**src/rtl/alu_cont_pkg.sv**
```systemverilog
`default_nettype none
// ============================================================================
// Module   : alu_cont_pkg
// Brief    : Shared constants for the ALU control decoder: ALU select codes,
//            ALUOp encodings from main control and R-type funct[3:0] codes.
// Revision : 1.0 - initial release
// ============================================================================
package alu_cont_pkg;

  // ALU operation select codes
  localparam logic [3:0] ALU_AND     = 4'b0000;
  localparam logic [3:0] ALU_OR      = 4'b0001;
  localparam logic [3:0] ALU_ADD     = 4'b0010;
  localparam logic [3:0] ALU_XOR     = 4'b0011;
  localparam logic [3:0] ALU_SRA     = 4'b1000;
  localparam logic [3:0] ALU_SUB     = 4'b0110;
  localparam logic [3:0] ALU_SLT     = 4'b0111;
  localparam logic [3:0] ALU_NOR     = 4'b1100;
  localparam logic [3:0] ALU_INVALID = 4'b1111;

  // ALUOp encodings issued by main control
  localparam logic [2:0] ALUOP_ADD   = 3'b000;
  localparam logic [2:0] ALUOP_SUB   = 3'b001;
  localparam logic [2:0] ALUOP_ANDI  = 3'b010;
  localparam logic [2:0] ALUOP_ORI   = 3'b011;
  localparam logic [2:0] ALUOP_RTYPE = 3'b100;
  localparam logic [2:0] ALUOP_SLTI  = 3'b101;
  localparam logic [2:0] ALUOP_XORI  = 3'b110;

  // R-type funct[3:0] codes
  localparam logic [3:0] FUNCT_ADD = 4'b0000;
  localparam logic [3:0] FUNCT_SUB = 4'b0010;
  localparam logic [3:0] FUNCT_AND = 4'b0100;
  localparam logic [3:0] FUNCT_OR  = 4'b0101;
  localparam logic [3:0] FUNCT_XOR = 4'b0110;
  localparam logic [3:0] FUNCT_NOR = 4'b0111;
  localparam logic [3:0] FUNCT_SLT = 4'b1010;
  localparam logic [3:0] FUNCT_SRA = 4'b0011;

endpackage : alu_cont_pkg
`default_nettype wire

```
**src/rtl/alu_cont_dec.sv**
```systemverilog
`default_nettype none
// ============================================================================
// Module   : alu_cont_dec
// Brief    : Combinational ALU control decode: ALUOp + funct[3:0] to the next
//            ALU select and the next illegal flag.
//            Option macro: ALU_CONT_ILLEGAL_DET_EN (illegal output present,
//            undefined combinations select 1111 instead of ADD).
// Revision : 1.0 - initial release
// ============================================================================
module alu_cont_dec
  import alu_cont_pkg::*;
(
  input  logic [2:0] aluop,
  input  logic [3:0] funct,
`ifdef ALU_CONT_ILLEGAL_DET_EN
  output logic       illegal_nxt,
`endif
  output logic [3:0] gout_nxt
);

  // Select driven for undefined combinations
`ifdef ALU_CONT_ILLEGAL_DET_EN
  localparam logic [3:0] c_UNDEF_SEL = ALU_INVALID;
`else
  localparam logic [3:0] c_UNDEF_SEL = ALU_ADD;
`endif

  logic [3:0] w_sel;
  logic       w_undef;

  // Decode; funct is only examined on the R-type branch so that X/Z on it
  // cannot leak into the select for immediate/memory/branch ops
  always_comb begin
    w_sel   = ALU_ADD;
    w_undef = 1'b0;
    case (aluop)
      ALUOP_ADD:  w_sel = ALU_ADD;
      ALUOP_SUB:  w_sel = ALU_SUB;
      ALUOP_ANDI: w_sel = ALU_AND;
      ALUOP_ORI:  w_sel = ALU_OR;
      ALUOP_SLTI: w_sel = ALU_SLT;
      ALUOP_XORI: w_sel = ALU_XOR;
      ALUOP_RTYPE: begin
        case (funct)
          FUNCT_ADD: w_sel = ALU_ADD;
          FUNCT_SUB: w_sel = ALU_SUB;
          FUNCT_AND: w_sel = ALU_AND;
          FUNCT_OR:  w_sel = ALU_OR;
          FUNCT_XOR: w_sel = ALU_XOR;
          FUNCT_NOR: w_sel = ALU_NOR;
          FUNCT_SLT: w_sel = ALU_SLT;
          FUNCT_SRA: w_sel = ALU_SRA;
          default:   w_undef = 1'b1;
        endcase
      end
      default: w_undef = 1'b1;
    endcase
  end

  assign gout_nxt = w_undef ? c_UNDEF_SEL : w_sel;

`ifdef ALU_CONT_ILLEGAL_DET_EN
  assign illegal_nxt = w_undef;
`endif

endmodule : alu_cont_dec
`default_nettype wire

```
**src/rtl/alu_cont.sv**
```systemverilog
`default_nettype none
// ============================================================================
// Module   : alu_cont
// Brief    : Registered ALU control decoder. Captures the decoded ALU select
//            on enabled clock edges; async active-high reset to ADD.
//            Option macro: ALU_CONT_ILLEGAL_DET_EN (adds illegal and
//            illegal_sticky outputs).
// Revision : 1.0 - initial release
// ============================================================================
module alu_cont
  import alu_cont_pkg::*;
(
  input  logic       clk,
  input  logic       rst,
  input  logic       en,
  input  logic       aluop2,
  input  logic       aluop1,
  input  logic       aluop0,
  input  logic       f3,
  input  logic       f2,
  input  logic       f1,
  input  logic       f0,
`ifdef ALU_CONT_ILLEGAL_DET_EN
  output logic       illegal,
  output logic       illegal_sticky,
`endif
  output logic [3:0] gout
);

  logic [2:0] w_aluop;
  logic [3:0] w_funct;
  logic [3:0] w_gout_nxt;

  assign w_aluop = {aluop2, aluop1, aluop0};
  assign w_funct = {f3, f2, f1, f0};

`ifdef ALU_CONT_ILLEGAL_DET_EN
  logic w_illegal_nxt;

  alu_cont_dec u_dec (
    .aluop       (w_aluop),
    .funct       (w_funct),
    .illegal_nxt (w_illegal_nxt),
    .gout_nxt    (w_gout_nxt)
  );

  // Illegal flag follows the captured decode; sticky copy latches until reset
  always_ff @(posedge clk or posedge rst) begin
    if (rst) begin
      illegal        <= 1'b0;
      illegal_sticky <= 1'b0;
    end else if (en) begin
      illegal <= w_illegal_nxt;
      if (w_illegal_nxt) begin
        illegal_sticky <= 1'b1;
      end
    end
  end
`else
  alu_cont_dec u_dec (
    .aluop    (w_aluop),
    .funct    (w_funct),
    .gout_nxt (w_gout_nxt)
  );
`endif

  // Pipeline register for the ALU select; resets to ADD
  always_ff @(posedge clk or posedge rst) begin
    if (rst) begin
      gout <= ALU_ADD;
    end else if (en) begin
      gout <= w_gout_nxt;
    end
  end

endmodule : alu_cont
`default_nettype wire

```
**config.mk**
```make
export PLATFORM = sky130hd
export DESIGN_NAME = alu_cont
export DESIGN_NICKNAME = d
export VERILOG_FILES = /design/src/rtl/alu_cont_pkg.sv /design/src/rtl/alu_cont_dec.sv /design/src/rtl/alu_cont.sv
export SDC_FILE = /design/constraint.sdc
export NUM_CORES = 1
export LEC_CHECK = 0
export BUFFER_PORTS_ARGS = -buffer_cell sky130_fd_sc_hd__buf_2
export CAP_MARGIN = 10
export CORE_AREA = 2 2 39 41
export DETAILED_ROUTE_END_ITERATION = 16
export DIE_AREA = 0 0 41 43
export PLACE_DENSITY = 0.53
export SLEW_MARGIN = 0
export SYNTH_ARGS = -nofsm -noshare
export SYNTH_HDL_FRONTEND = slang
export SYNTH_SLANG_ARGS = --single-unit
```
**constraint.sdc**
```tcl
create_clock -name clk -period 0.8 [get_ports clk]
set_input_delay 0.08 -clock clk [delete_from_list [all_inputs] [get_ports clk]]
set_output_delay 0.08 -clock clk [all_outputs]
set_load 0.1 [all_outputs]
```
Word-level counts from Yosys, hierarchy flattened
Index checks and enable logic that the tools add are counted.
- memory bits (writable): 0
- latch bits: 0
- logic and storage cells: 23
- memories kept: 0
- register bits: 4
- ROM bits: 0
- divide/modulo/power cells: 0
- $add $sub $neg: 0
- reduce and logical (&&, ||, !) cells: 4
- mux-type cells: 5
- bitwise logic cells: 0
- order comparisons: 0
- shift operators: 0
- multipliers: 0
- equality and inequality tests: 13
- operator list (operator ; number):
    4-bit one-hot mux with 7 select lines ; 1
    4-bit one-hot mux with 6 select lines ; 1
    4-bit by 3-bit equality test with 1-bit output (second input constant) ; 4
    3-bit equality test (second input constant) ; 3
    4-bit by 2-bit equality test with 1-bit output (second input constant) ; 2
    8-bit OR reduction ; 1
    3-bit by 2-bit equality test with 1-bit output (second input constant) ; 2
    6-bit OR reduction ; 1
    4-bit equality test (second input constant) ; 1
    4-bit logical NOT ; 1
    4-bit two-way mux ; 1
    3-bit by 1-bit equality test with 1-bit output (second input constant) ; 1
    3-bit logical NOT ; 1
    1-bit one-hot mux with 2 select lines ; 1
    1-bit two-way mux ; 1

Logic depth before layout (Yosys ltp)
Gate-level depths: netlist of the first run.
- depth after elaboration: 5
- gate-level depth with buffers: 4
- depth with buffers taken out: 4

Modules after synthesis
From an unflattened synthesis of the first run, not the netlist that was laid out.
- cell total of the unflattened synthesis: 26
- area total of the unflattened synthesis: 274.0 um2
- modules (own cells, without submodules) (module ; cells an instance ; seq. area each (um2) ; area an instance (um2) ; times used):
    alu_cont ; 9 ; 101.3 ; 150.1 ; 1
    alu_cont_dec ; 17 ; 0.0 ; 123.9 ; 1

Worst setup path before layout of the first run
No wires, ideal clock.
- kind: flip-flop to flip-flop
- start: register, netlist name gout[2]
- end: register gout[2]
- clock period less this slack: 1.178 ns
- library setup time: 0.095 ns
- stages on the path, launching flop included: 3
- data required time: 0.705 ns
- slack: -0.378 ns
- arrival: 1.083 ns
- cells stage by stage: dfrtp_1 -> nand2_1 -> o31ai_1
- RTL lines (item ; RTL line ; text):
    end signal: assignment ; alu_cont.sv:72 ; gout <= w_gout_nxt;
    end: declaration ; alu_cont.sv:27 ; output logic [3:0] gout

Final worst setup path of the first run
- start: register gout[1]
- end: output gout[1]
No word-level cell between the ends.

==> run_results.csv, run 1 <==
group,metric,value,unit
outcome,status,"complete, but fails checks",
outcome,violations,"negative setup slack",
floorplanning,die-height,43,microns
timing,worst_pin_slew,0.267,ns
clock_network,cts-root-buf,"clkbuf_4",
placement,pre_cts_ws,-0.159,ns
critical_path,path_cells,"buf_12",
timing,rsz0062_at_grt,"true",
power,power.density,1540,nW/um^2
critical_path,arrival,1.04,ns
critical_path,critPathKind,"reg2out",
synthesis,syn-num-nets,43,
synthesis,synth-seq-cells,4,
global_route,first_global_vias,366,
global_route,grt_max_degree,8,
cells_and_area,regMostFlops,"gout",
global_route,grt-ovfl-total,0,
cells_and_area,largest_register_ffs,4,
clock_network,clk-insertion-delay-late,0.23,ns
synthesis,synth.distinct_cells,21,
floorplanning,rows,14,
critical_path,critPathTopFamily,"flip-flops",
route,firstDrtPassIters,3,
power,leakage,0.248,nW
floorplanning,ios,14,
placement,place_congestion,0.753,
timing,hold_violations,0,
timing,finalWorstSetupSlack,-0.318,ns
cells_and_area,final_util,0.410,
route,drc,0,
timing,fmax,895,MHz
cells_and_area,n_fill_cell,148,
critical_path,crit_path_start_kind,"flop",
timing,clock-skew-final,0,ns
cells_and_area,area_growth,90.8,%
floorplanning,initial_utilization,0.215,
timing,finalCritPeriodShare,1.40,
critical_path,cp_data_required_time,0.72,ns
critical_path,cp_slowest_stage_delay,0.62,ns
placement,port-buffer-count,13,
route,wirelength,859,microns
cells_and_area,top_regs,"gout (4)",
cells_and_area,diodes,0,
route,routedWlPerCell,11.5,microns
synthesis,synth_area,298,sq um
route,ant_nets,0,
critical_path,cp_max_fo,2,
critical_path,crit_path_top_delay_cell,"dfstp_4",
synthesis,syn_inst,33,
cells_and_area,final_cell_area,568,sq um
timing,slew_viol_final,0,
critical_path,endpoint_kind,"output port",
power,ir_drop,1100,uV
hold_path,hold_path.class,"in2reg",
clock_network,ctsLongestPathBuffers,2,
global_route,grtUsageTotal,0.130,
timing,period_minus_slack,1.12,ns
timing,setup-tns-final,-0.787,ns
global_route,antenna_found_initial,0,
critical_path,critical_path_buf_inv_count,1,
route,initialDrtViolationCount,7,
route,viasPerCell,4.72,
cells_and_area,num-nets-final,70,
placement,post-dp-hpwl,681,microns
route,num_vias,354,
floorplanning,die_x,41,microns
job,cap_viol_max_count,0,
clock_network,clk_pin_slew_worst_paths,0.05,ns
synthesis,avgSynthCellArea,9.02,sq um
global_route,grt_pass1_wl,1500,microns
synthesis,yosysSeqAreaShare,0.340,
floorplanning,coreArea,1380,sq um
synthesis,ys_warn_count,0,
clock_network,htreeDepth,1,
timing,finalSetupViolCount,6,
timing,hold_slack,0.0933,ns
placement,placed_area,508,sq um
clock_network,cts_sinks,4,
cells_and_area,layout-drive-gt1-share,0.525,
floorplanning,dieArea,1760,sq um
timing,relSlewSlack,0.821,
clock_network,tritoncts,"built",
clock_network,numCtsBuffers,3,
==> path summary, 6_finish.rpt <==
path | start | end | slack, ns | cells after the start
max | gout[1] | gout[1] | -0.32 | 1
min | aluop1 | gout[2] | 0.09 | 2
max reg2reg | gout[3] | gout[3] | -0.02 | 2
min reg2reg | gout[2] | gout[2] | 0.54 | 2
max in group asynchronous | rst | gout[1] | 0.30 | 3
min in group asynchronous | rst | gout[3] | 0.27 | 3
==> power breakdown <==
group / internal (W) / switching [W]
sequential: 0.000232 / 0.0000179
combinational: 0.000146 / 0.000201
clock: 0.000188 / 0.0000917
total: 0.000565 / 0.000310
==> cell usage in the layout, fill, tap and decap left out, types with 3 or more instances in the layout <==
cell type | synthesis | routed
buf_2 | 0 | 8
inv_1 | 3 | 3
clkbuf_4 | 0 | 3
buf_4 | 0 | 7
buf_12 | 0 | 4
==> final cells by class <==
class,instances,area [sq um],area share
inverter,3,11.3,0.0198
timing repair buffer,22,205,0.361
sequential,4,114,0.200
clock buffer,4,26.3,0.0463
multi-input combinational,26,191,0.337
tap,16,20.0,0.0352
==> layer usage <==
| metal | wire length, microns | up-vias | GRT usage | part of all wire |
|---|---|---|---|---|
| li1 | - | 177 | - | - |
| met1 | 390 | 170 | 0.152 | 0.45 |
| met2 | 442 | 7 | 0.191 | 0.51 |
| met3 | 25 | 0 | 0.0785 | 0.029 |
| met4 | 0 | 0 | 0.0400 | 0 |
| met5 | 0 | - | 0 | 0 |
==> timing repair <==
| item | CTS | global route |
|---|---|---|
| buffers inserted | 1 | 1 |
| resized for setup | 2 | 4 |
| hold buffers | 1 | 0 |
| pin swaps | 1 | 3 |
| setup endpoints to repair | 5 | 7 |
| hold endpoints to repair | 4 | 0 |
==> synth_stat cells <==
library cell | n | area share
o31ai_1 | 1 | 0.025
nand3_1 | 2 | 0.034
nand2_1 | 2 | 0.025
and4bb_2 | 1 | 0.042
dfrtp_1 | 3 | 0.25
nor3b_2 | 1 | 0.042
nor3_1 | 1 | 0.017
a31oi_1 | 1 | 0.021
nor2b_1 | 2 | 0.042
nor2_1 | 1 | 0.013
xor2_1 | 1 | 0.029
inv_1 | 3 | 0.038
nand4b_1 | 1 | 0.029
o211ai_1 | 2 | 0.050
a21oi_1 | 2 | 0.034
mux2i_1 | 1 | 0.034
dfstp_2 | 1 | 0.088
o21ai_0 | 1 | 0.017
o22a_1 | 2 | 0.059
nand3b_1 | 2 | 0.050
o2bb2ai_1 | 2 | 0.059
==> metrics by stage <==
step / cells / total power [W]
after floorplan: 33 / 0.000425
after global placement: 69 / 0.000589
after detailed placement: 69 / 0.000588
after CTS: 75 / 0.000890
after global routing: 75 / 0.000939
final: 75 / 0.000875
==> cells by family (layout without fill, tap and decap cells) <==
family / after synthesis / after routing / synth area share
buf+inv: 3 / 29 / 0.0378
mux: 1 / 1 / 0.0336
simple gates: 13 / 13 / 0.294
compound gates: 11 / 11 / 0.265
xor+xnor: 1 / 1 / 0.0294
flops: 4 / 4 / 0.340
No activity file was read; power rests on OpenSTA's default activity.
==> inputs of run 2 (changes only) <==
Settings changed: CELL_PAD_IN_SITES_DETAIL_PLACEMENT from default to 0, CELL_PAD_IN_SITES_GLOBAL_PLACEMENT from default to 1, PLACE_DENSITY 0.53 to 0.67.
==> run 2 against run 1 <==
The run still ends with negative setup slack left. First-iteration DRC count down 57%. Clock-buffer cell count unchanged. Via count grew 1.1%. Core utilization rose by 1.4 points. Final cell count grew 1.3%. Sequential share of layout area down 0.68 points. Critical path depth did not move. Routed wire length is 3.3% lower. Sequential power about the same. Clock skew did not move. Clock power is essentially flat. Combinational power rose by 2%.
==> run_results.csv, run 2 (synthesis gave the netlist of run 1 again) <==
group,metric,value,unit
cells_and_area,final_cell_mix,"buf_2 (9), buf_4 (8), buf_12 (4)",
critical_path,cp_max_fo,2,
timing,slew_viol_final,0,
power,ir_drop,870,uV
global_route,grt_pass1_wl,1320,microns
timing,finalCritPeriodShare,1.39,
route,initialDrtViolationCount,3,
global_route,first_global_vias,345,
timing,period_minus_slack,1.11,ns
route,ant_nets,0,
job,cap_viol_max_count,0,
timing,rsz0062_at_grt,"true",
floorplanning,initial_utilization,0.215,
hold_path,hold_path.class,"in2reg",
cells_and_area,top_regs,"gout (4)",
power,power.density,1500,nW/um^2
critical_path,cp_data_required_time,0.72,ns
route,drc,0,
cells_and_area,num-nets-final,71,
timing,clock-skew-final,0,ns
timing,worst_pin_slew,0.205,ns
clock_network,cts_sinks,4,
timing,finalWorstSetupSlack,-0.312,ns
clock_network,htreeDepth,1,
timing,hold_violations,0,
route,num_vias,358,
critical_path,critical_path_buf_inv_count,1,
timing,finalSetupViolCount,6,
clock_network,clk_pin_slew_worst_paths,0.04,ns
clock_network,tritoncts,"built",
route,viasPerCell,4.71,
outcome,violations,"negative setup slack",
placement,port-buffer-count,13,
global_route,grtUsageTotal,0.115,
clock_network,clk-insertion-delay-late,0.23,ns
floorplanning,coreArea,1380,sq um
cells_and_area,layout-drive-gt1-share,0.533,
floorplanning,die-height,43,microns
power,leakage,0.257,nW
cells_and_area,area_growth,97.5,%
route,routedWlPerCell,10.9,microns
critical_path,crit_path_start_kind,"flop",
critical_path,arrival,1.03,ns
cells_and_area,diodes,0,
cells_and_area,final_util,0.425,
floorplanning,rows,14,
critical_path,endpoint_kind,"output port",
floorplanning,ios,14,
route,firstDrtPassIters,4,
clock_network,ctsLongestPathBuffers,2,
global_route,antenna_found_initial,0,
cells_and_area,largest_register_ffs,4,
critical_path,crit_path_top_delay_cell,"dfstp_4",
outcome,status,"complete, but fails checks",
timing,hold_slack,0.107,ns
timing,fmax,899,MHz
clock_network,cts-root-buf,"clkbuf_4",
global_route,grt-ovfl-total,0,
placement,place_congestion,0.780,
clock_network,numCtsBuffers,3,
critical_path,path_cells,"buf_12",
cells_and_area,final_common_cell,"buf_2",
critical_path,critPathTopFamily,"flip-flops",
global_route,grt_max_degree,9,
route,wirelength,831,microns
cells_and_area,regMostFlops,"gout",
critical_path,critPathKind,"reg2out",
timing,relSlewSlack,0.862,
timing,setup-tns-final,-0.817,ns
critical_path,cp_slowest_stage_delay,0.62,ns
floorplanning,die_x,41,microns
floorplanning,dieArea,1760,sq um
run 2: cell count changes in the layout (fill, tap and decap cells not counted):
cell | before | now
buf_6 | 2 | 1
nor3b_4 | 0 | 1
o2bb2ai_2 | 1 | 0
nor3b_2 | 1 | 0
o2bb2ai_4 | 0 | 1
o21ai_1 | 1 | 0
buf_2 | 8 | 9
o21ai_0 | 0 | 1
buf_4 | 7 | 8
run 2: final cells by class:
| type | count | area [sq um] |
|---|---|---|
| fill | 141 | 796 |
| sequential | 4 | 114 |
| inverter | 3 | 11.3 |
| tap | 16 | 20.0 |
| clock buffer | 4 | 26.3 |
| multi-input combinational | 26 | 210 |
| timing repair buffer | 23 | 206 |
run 2: final timing paths:
| check | start | end | slack [ns] | depth (start not counted) |
|---|---|---|---|---|
| max | gout[1] | gout[1] | -0.31 | 1 |
| min | en | gout[1] | 0.11 | 2 |
| max reg2reg | gout[3] | gout[3] | -0.03 | 2 |
| min reg2reg | gout[2] | gout[2] | 0.53 | 2 |
| max in group asynchronous | rst | gout[1] | 0.31 | 3 |
| min in group asynchronous | rst | gout[3] | 0.26 | 3 |
run 2: through the flow:
stage	std cells	setup slack, ns	cell area [sq um]	total power [W]
6_report	76	-0.312	588	0.000881
5_1_grt	76	-0.332	588	0.000928
3_5_place_dp	70	-0.162	515	0.000590
2_1_floorplan	33	-0.194	310	0.000425
4_1_cts	76	-0.325	569	0.000889
3_3_place_gp	70	-0.175	515	0.000590
run 2: report_power, final:
| group | switching (W) | internal, W |
|---|---|---|
| sequential | 0.0000188 | 0.000231 |
| clock | 0.0000907 | 0.000188 |
| combinational | 0.000204 | 0.000148 |
| total | 0.000314 | 0.000567 |
run 2: what timing repair did:
item / 4_1_cts / 5_1_grt
hold buffers: 1 / 0
resized for setup: 2 / 2
setup buffers: 1 / 0
pin swaps: 1 / 0
endpoints found under the setup margin: 5 / 7
endpoints found under the hold margin: 4 / 0
run 2: routing by layer:
layer | wire (microns) | part of all wire | vias up | GRT usage
li1 | - | - | 181 | -
met4 | 0 | 0 | 0 | 0.0600
met5 | 0 | 0 | - | 0
met3 | 39 | 0.047 | 0 | 0.0471
met2 | 428 | 0.52 | 9 | 0.172
met1 | 363 | 0.44 | 168 | 0.132
